`src/rtl/fetch_decode_stage.sv`:
```
// Instruction fetch and IF/ID pipeline register for the 10-bit MIPS-FPGA datapath.
// Holds the PC, latches the fetched instruction and splits it into decode fields.
module fetch_decode_stage #(
    parameter int              PC_W     = 10,
    parameter int              INSTR_W  = 16,
    parameter logic [PC_W-1:0] RESET_PC = '0,
    parameter logic [3:0]      HALT_OP  = 4'hF
) (
    input  logic               clk,
    input  logic               rst,
    input  logic [INSTR_W-1:0] instr_in,
    input  logic               stall,
    input  logic               branch_taken,
    input  logic [PC_W-1:0]    branch_target,
    output logic [PC_W-1:0]    pc,
    output logic               ir_valid,
    output logic [3:0]         opcode,
    output logic [2:0]         rs,
    output logic [2:0]         rt,
    output logic [5:0]         imm,
    output logic [PC_W-1:0]    pc_plus1,
    output logic               halted
);

    typedef enum logic [1:0] {
        BOOT = 2'd0,
        RUN  = 2'd1,
        HALT = 2'd2
    } state_t;

    state_t             state_q, state_d;
    logic [PC_W-1:0]    pc_q, pc_d;
    logic [PC_W-1:0]    pc_plus1_q, pc_plus1_d;
    logic [INSTR_W-1:0] ir_q, ir_d;
    logic               ir_valid_q, ir_valid_d;
    logic [PC_W-1:0]    pc_inc;

    assign pc_inc = pc_q + PC_W'(1);

    always_comb begin
        state_d    = state_q;
        pc_d       = pc_q;
        pc_plus1_d = pc_plus1_q;
        ir_d       = ir_q;
        ir_valid_d = ir_valid_q;
        case (state_q)
            // One bubble so the instruction memory can present data for the reset PC.
            BOOT: state_d = RUN;
            RUN: begin
                if (branch_taken) begin
                    pc_d       = branch_target;
                    ir_d       = '0;
                    ir_valid_d = 1'b0;
                end else if (!stall) begin
                    ir_d       = instr_in;
                    ir_valid_d = 1'b1;
                    pc_plus1_d = pc_inc;
                    // A halt instruction is still latched, but fetch stops at its address.
                    if (instr_in[15:12] == HALT_OP) begin
                        state_d = HALT;
                    end else begin
                        pc_d = pc_inc;
                    end
                end
            end
            HALT:    state_d = HALT;
            default: state_d = BOOT;
        endcase
    end

    always_ff @(posedge clk or posedge rst) begin
        if (rst) begin
            state_q    <= BOOT;
            pc_q       <= RESET_PC;
            pc_plus1_q <= '0;
            ir_q       <= '0;
            ir_valid_q <= 1'b0;
        end else begin
            state_q    <= state_d;
            pc_q       <= pc_d;
            pc_plus1_q <= pc_plus1_d;
            ir_q       <= ir_d;
            ir_valid_q <= ir_valid_d;
        end
    end

    assign pc       = pc_q;
    assign pc_plus1 = pc_plus1_q;
    assign ir_valid = ir_valid_q;
    assign halted   = (state_q == HALT);
    assign opcode   = ir_q[15:12];
    assign rs       = ir_q[11:9];
    assign rt       = ir_q[8:6];
    assign imm      = ir_q[5:0];

endmodule

```
`config.mk`:
```
export PLATFORM = sky130hd
export DESIGN_NAME = fetch_decode_stage
export DESIGN_NICKNAME = d
export VERILOG_FILES = /design/src/rtl/fetch_decode_stage.sv
export SDC_FILE = /design/constraint.sdc
export NUM_CORES = 1
export LEC_CHECK = 0
export CORE_UTILIZATION = 47
export DETAILED_ROUTE_END_ITERATION = 8
export GPL_ROUTABILITY_DRIVEN = 0
export PLACE_DENSITY_LB_ADDON = 0.3
export SYNTH_ARGS = -nofsm -noshare
export SYNTH_HDL_FRONTEND = slang
export SYNTH_SLANG_ARGS = --single-unit
```
`constraint.sdc`:
```
create_clock -name clk -period 4.9 [get_ports clk]
set_clock_uncertainty 0.2 [all_clocks]
set_input_delay 0.49 -clock clk [delete_from_list [all_inputs] [get_ports clk]]
set_output_delay 0.49 -clock clk [all_outputs]
set_load 0.005 [all_outputs]
```
# Word level (Yosys, flattened, before mapping)
# Index checks and enable logic that the tools add are counted.
[word_totals] register_bits=39 inputBits=30 out_inout_bits=38 word_cells=32
[op_classes] add_sub_neg=1 n_eq_ne=8 mux=11 bitwise_logic=2 n_reduce_logical=5
[ops] operator="$mux 16" count=2
[ops] operator="$mux 10" count=3
[ops] operator="$add 10x1->10 const B" count=1
[ops] operator="$reduce_and 3->1" count=3
[ops] operator="$ne 2x2->1 const B" count=4
[ops] operator="$mux 2" count=3
[ops] operator="$pmux 2 s3" count=1
[ops] operator="$eq 4x4->1 const B" count=1
[ops] operator="$eq 2x1->1 const B" count=1
[ops] operator="$eq 2x2->1 const B" count=1
[ops] operator="$logic_not 2->1" count=1
[ops] operator="$mux 1" count=2
[ops] operator="$ne 2x1->1 const B" count=1
[ops] operator="$not 1->1" count=2
[ops] operator="$reduce_and 2->1" count=1

# Logic depth before layout (Yosys ltp)
# Gate-level depths: netlist (run 1).
[logic_depth] depth_word=5 ltp_mapped=6 mapped_depth_nobuf=6

# Worst setup path before layout (run 1)
# No wires, ideal clock.
[synth_timing] path_type="register to register" startpoint="reg state_q[1]" endpoint="reg pc_plus1_q[0] (netlist: pc_plus1[0])" setup_ns=0.080 arrival_ns=1.454 t_required_ns=4.620 slack_ns=3.167 path_stages_with_launch=6 path_buffers=1 synth_period_minus_slack_ns=1.733 path_cell_list="dfrtp_1 -> inv_1 -> ha_1 -> nor3b_2 -> buf_2 -> mux2i_1"
[synth_via] elab_chain_len=2
[synth_lines] element="start, declared" line="31" source="state_t state_q, state_d;"
[synth_lines] element="start signal, assigned" line="79" source="state_q <= state_d;"
[synth_lines] element="$eq 2x1->1" line="46" source="case (state_q)"
[synth_lines] element="$reduce_and 3->1 (no source line)"
[synth_lines] element="end signal, assigned" line="81" source="pc_plus1_q <= pc_plus1_d;"
[synth_lines] element="end, declared" line="33" source="logic [PC_W-1:0] pc_plus1_q, pc_plus1_d;"
# Every way passes these cells.
# A chain may end at the register's enable or synchronous reset.

# Worst setup path in the final report (run 1)
[layout_timing] startpoint="in branch_taken" endpoint="reg pc_q[8] (netlist: pc[8])"
[layout_via] elab_chain_len=2 elab_cells_between_ends=4 cone_classes="eq/ne: 2; mux: 1; reduce/logical: 1"
[layout_lines] element="start, declared" line="13" source="input logic branch_taken,"
[layout_lines] element="$ne 2x2->1 (no source line) / $ne 2x1->1 (equally long branches)"
[layout_lines] element="$reduce_and 3->1 (no source line)"
[layout_lines] element="end signal, assigned" line="80" source="pc_q <= pc_d;"
[layout_lines] element="end, declared" line="32" source="logic [PC_W-1:0] pc_q, pc_d;"
# Several ways; a longest one is shown, not always the timed one.

==> results.toml, run 1 <==
[outcome]
status = "completed"

[sta]
rsz0062_at_grt = "no"
finalHoldViolations = 0
slew_violations = 0
min_period_ps = 2480
worst_pin_slew_ps = 756
finalSetupViolCount = 0
finalCritPeriodShare_pct = 50.6
setup_tns_ps = 0
fin_ws_ps = 2420
slew_headroom_pct = 49.5
clock.fmax_ghz = 0.404
hold_ws_ps = 301

[clock_network]
post_cts_resized = 0
clk_pin_slew_ps = 70
cts_num_sinks = 39
cts_buffer_depth = 2
cts_hold_buf = 0
root_buffer = "clkbuf_8"
clk_latency_ps = 290
h-tree-depth = 2
cts_setup_buffers = 0
cts_tree = "done"
cts_made_buffers = 5

[floorplan]
die_y_um = 64.3
die-area_mm2 = 0.00413
core-area_mm2 = 0.00369
die-width_um = 64.3
num_io_pins = 68
start_util_pct = 49.4
row_count = 22

[critical_path]
worstPathRequired_ps = 4870
critical_path.cell_chain = "clkdlybuf4s50_1 -> nand2b_1 -> nand2_1 -> nor2_1 -> a2bb2oi_1"
path_buf_inv = 1
end_kind = "flip-flop"
slowest_delay_ps = 960
cp-start-kind = "input port"
worstPathArrival_ps = 2450
critical_path.slowest_cell = "clkdlybuf4s50_1"
path_max_fanout = 21
worst-setup-path-type = "in2reg"
cpLargestDelayFamily = "buffers and inverters"

[synthesis]
netlist_area_mm2 = 0.00182
ys_types = 37
syn_inst = 170
synth_seq_cells = 39
syn_area_per_cell_um2 = 10.7
ys_warn_count = 0
synth_nets = 204
yosysSeqAreaShare_pct = 53.6

[final_layout]
area.growth.synth_to_final_pct = 44.2
finalNetCount = 269
fin_area_mm2 = 0.00263
stdcell_count = 284
layout_common_cells = "clkdlybuf4s50_1, dfrtp_1, nor2_1, a21oi_1, a22o_1"
n_antenna_cell = 0
fillers = 296
final_common_cell = "clkdlybuf4s50_1"
drive_gt1_share_pct = 6.78

[place]
pre_cts_ws_ps = 2100
dpl.hpwl_um = 2760
dp_cells = 276
placed_cell_area_mm2 = 0.00251
io_buffers = 67

[routing]
detailedRoute.firstIterationViolations = 100
wirelength_um = 3990
dr.pass1.iters = 4
antenna_left = 0
num_vias = 1518
wl_per_cell_um = 14.0
via_per_inst = 5.35
drc_errors = 0

[run]
cap_violations = 0

[grt]
grt_overflow = 0
antenna_found_initial = 0
grt_pass1_wl_um = 7010
grt_pass1_vias = 1413
grt_start_max_net_pins = 40
grt_use_total_pct = 22.1

[min_path]
hold_class = "reg2reg"

[power]
power.density_mw_per_mm2 = 598
vdd_ir_drop_max_mv = 0.308
power.leakage_uw = 0.00112
flip-flops by register name (all words and copies together), names as in the netlist:
register and flops:
pc_plus1 10, ir_valid 1, state_q 2, pc 10, ir_q 16
area by class of cell:
class                   instances  area [um2]  area share (%)
repair buffers                 69         686            26.1
inverters                       7        26.3            1.00
clock inverters                 2        35.0            1.33
well taps                      48        60.1            2.29
flip-flops and latches         39         976            37.2
multi-input cells             113         761            29.0
clock buffers                   6        82.6            3.14
metal layers:
metal  part of all wire (%)  track usage, %  wire length, um
met4                    1.3            6.67               51
met2                     46            30.8             1840
met1                     48            33.8             1920
met3                    4.4            5.18              177
met5                      0               0                0
synthesized netlist by cell type:
| library cell | instances | share of area (%) |
|---|---|---|
| clkbuf_1 | 3 | 0.62 |
| xor2_1 | 5 | 2.4 |
| nand2_1 | 9 | 1.9 |
| and4_4 | 1 | 0.62 |
| a32oi_1 | 1 | 0.48 |
| and3_2 | 1 | 0.41 |
| buf_6 | 1 | 0.62 |
| a31oi_1 | 2 | 0.69 |
| dfrtp_1 | 39 | 54 |
| xnor2_1 | 3 | 1.4 |
| ha_1 | 4 | 2.7 |
| buf_4 | 3 | 1.2 |
| o31ai_1 | 1 | 0.41 |
| buf_2 | 4 | 1.1 |
| o211ai_2 | 1 | 0.69 |
| mux2i_1 | 3 | 1.6 |
| a22o_1 | 16 | 7.7 |
| a21oi_1 | 16 | 4.4 |
| nor3b_1 | 1 | 0.41 |
| and4_1 | 1 | 0.48 |
| nor3_1 | 3 | 0.82 |
| inv_1 | 7 | 1.4 |
| a2bb2oi_1 | 2 | 0.96 |
| nand2b_1 | 1 | 0.34 |
| a211oi_2 | 1 | 0.69 |
| o22a_1 | 2 | 0.96 |
| o21ai_0 | 9 | 2.5 |
| and3_1 | 1 | 0.34 |
| a41oi_1 | 1 | 0.48 |
| nor2_1 | 17 | 3.5 |
| mux2_2 | 1 | 0.62 |
| a211o_1 | 1 | 0.48 |
| nor3b_2 | 1 | 0.69 |
| o211ai_1 | 1 | 0.41 |
| o22ai_1 | 2 | 0.69 |
| nand3_1 | 2 | 0.55 |
| nand4_1 | 3 | 1.0 |
worst register-to-register path, delay by kind of cell, from the launching register on:
family | cells | cell delay [ps]
DFF | 1 | 390
adders and majority gates | 1 | 260
buffers and inverters | 2 | 450
and+or+nand+nor | 1 | 210
muxes | 1 | 200
AOI/OAI and AO/OA | 2 | 220
through the flow:
| stage | util [%] | power (uW) |
|---|---|---|
| after floorplan | - | 910 |
| after global placement | 68.0 | 1290 |
| after detailed placement | 68.0 | 1300 |
| after CTS | 71.2 | 1580 |
| after global routing | 71.2 | 1700 |
| final | 71.2 | 1570 |
logic make-up (layout without fill, tap and decap cells):
group | Yosys count | in the layout | synth area share [%]
AO/OA/AOI/OAI | 56 | 56 | 21.5
AND/OR/NAND/NOR | 41 | 41 | 11.1
flip-flops | 39 | 39 | 53.6
buffers and inverters | 18 | 84 | 5.01
XOR/XNOR | 8 | 8 | 3.85
adder cells (fa/ha/maj) | 4 | 4 | 2.75
multiplexers | 4 | 4 | 2.27
final timing paths:
path                                         from                     end  slack [ps]  depth (start not counted)
hold / removal               ir_q[15]$_DFFE_PP0P_    ir_q[15]$_DFFE_PP0P_         300                          1
setup / recovery                     branch_taken       pc[8]$_DFFE_PP0P_        2420                          5
max in group asynchronous                     rst  state_q[1]$_DFFE_PP0P_        3730                          3
hold reg to reg              ir_q[15]$_DFFE_PP0P_    ir_q[15]$_DFFE_PP0P_         300                          1
min in group asynchronous                     rst     ir_q[1]$_DFFE_PP0P_         420                          3
setup reg to reg           state_q[1]$_DFFE_PP0P_       pc[9]$_DFFE_PP0P_        2820                          7
power by group:
group	internal [uW]	total [uW]	switching [uW]
Clock	165	272	107
Combinational	432	683	251
Sequential	481	615	134
Total	1080	1570	493
Power figures use the tool's default switching activity.
==> inputs of run 2 (changes only) <==
Settings changed: CORE_UTILIZATION 47 to 40.
Clock period 4.9 ns to 2.01 ns, I/O delays scaled along.
==> results.toml, run 2 (synthesis results as in run 1) <==
[final_layout]
finalNetCount = 281
finish.utilization_pct = 63.0
layout_common_cells = "clkdlybuf4s50_1, dfrtp_1, nor2_1, a21oi_1, a22o_1"
largest_reg_flops = 16
final_common_cell = "clkdlybuf4s50_1"
n_antenna_cell = 0
top_register = "ir_q"
area.growth.synth_to_final_pct = 50.5
drive_gt1_share_pct = 11.3

[clock_network]
h-tree-depth = 2
clk_pin_slew_ps = 80
clk_latency_ps = 290
cts_num_sinks = 39
cts_made_buffers = 5
root_buffer = "clkbuf_8"
post_cts_resized = 0
cts_tree = "done"
cts_buffer_depth = 2
cts_hold_buf = 0
cts_setup_buffers = 0

[critical_path]
critical_path.slowest_cell = "clkdlybuf4s50_1"
worst-setup-path-type = "reg2out"
critical_path.cell_chain = "inv_1 -> ha_1 -> clkdlybuf4s50_1"
critPathLaunch = "state_q[0]$_DFFE_PP0P_"
r2r_start = "state_q[1]$_DFFE_PP0P_"
worstPathRequired_ps = 1610
path_buf_inv = 2
end_kind = "output port"
cpLargestDelayFamily = "buffers and inverters"
rrSetupSlack_ps = 250
slowest_delay_ps = 500
path_max_fanout = 3
crit_cells = 3
reg2reg_depth = 6
cp-start-kind = "flip-flop"
worstPathArrival_ps = 1430

[routing]
antenna_left = 0
via_per_inst = 5.27
drc_errors = 0
detailedRoute.firstIterationViolations = 74
num_vias = 1580
dr.pass1.iters = 4
wirelength_um = 4200
wl_per_cell_um = 14.0

[run]
cap_violations = 0

[power]
total_power_uw = 3950
vdd_ir_drop_max_mv = 0.690
power.leakage_uw = 0.00118
power.density_mw_per_mm2 = 1440

[grt]
grt_pass1_vias = 1529
grt_use_total_pct = 19.1
antenna_found_initial = 0
grt_pass1_wl_um = 7330
grt_start_max_net_pins = 40
grt_overflow = 0

[sta]
slew_headroom_pct = 65.5
finalCritPeriodShare_pct = 91.2
clock.fmax_ghz = 0.546
finalHoldViolations = 0
rsz0062_at_grt = "no"
setup_tns_ps = 0
worst_pin_slew_ps = 513
finalSetupViolCount = 0
hold_ws_ps = 129
slew_violations = 0
min_period_ps = 1830

[floorplan]
num_io_pins = 68
row_count = 24
die_y_um = 69.5
die-width_um = 69.5
start_util_pct = 41.8
die-area_mm2 = 0.00483
core-area_mm2 = 0.00435

[place]
io_buffers = 67
dpl.hpwl_um = 3000

[outcome]
status = "completed"

[min_path]
hold_class = "in2async"
==> run 2: changes by cell type in the layout (fill, tap and decap cells not counted) <==
cell / previous run / this run
buf_12: 0 / 2
buf_4: 2 / 12
clkinv_4: 0 / 1
clkbuf_8: 6 / 5
==> run 2: through the flow <==
stage          cell area (um2)  setup slack [ps]  std cells
6_report                  2740               177        300
5_1_grt                   2740               125        300
4_1_cts                   2740               166        300
3_5_place_dp              2630              42.4        292
3_3_place_gp              2630               109        292
2_1_floorplan             1820               277        170
==> run 2: worst reg2reg max path: cells and delay by family, from the launching register on <==
family | cells | cell delay, ps
buf+inv | 2 | 320
simple gates | 2 | 390
fa+ha+maj | 1 | 270
compound gates | 1 | 120
flops | 1 | 380
==> run 2: path summary, 6_finish.rpt <==
kind / to
min reg2reg: ir_q[15]$_DFFE_PP0P_
max: halted
min in group clk: ir_q[15]$_DFFE_PP0P_
min: pc_plus1[2]$_DFFE_PP0P_
max reg2reg: pc_plus1[6]$_DFFE_PP0P_
max in group asynchronous: pc[1]$_DFFE_PP0P_
==> run 2: where the power goes <==
| part | switching [uW] | internal (uW) | leakage, uW | total, uW |
|---|---|---|---|---|
| clock network | 272 | 369 | 0.0000581 | 642 |
| registers | 255 | 1170 | 0.000482 | 1430 |
| logic | 718 | 1160 | 0.000640 | 1880 |
==> run 2: final cells by class <==
type	count	area [um2]
flip-flops and latches	39	976
clock buffers	5	68.8
clock inverters	3	43.8
inverters	7	26.3
multi-input cells	113	761
repair buffers	81	801
well taps	52	65.1
fillers	381	1610
==> run 2: metal layers <==
metal / wire length, um / GRT usage, % / vias to the layer above
met3: 222 / 5.81 / 4
met1: 1970 / 26.2 / 757
met2: 1980 / 29.7 / 49
met5: 0 / 0 / -
li1: - / - / 770
met4: 25 / 4.99 / 0
==> inputs of run 3 (changes only) <==
Settings changed: SLEW_MARGIN from default to 20.
==> results of run 3 <==
No change in the layout: final DEF, timing and power equal those of run 2.
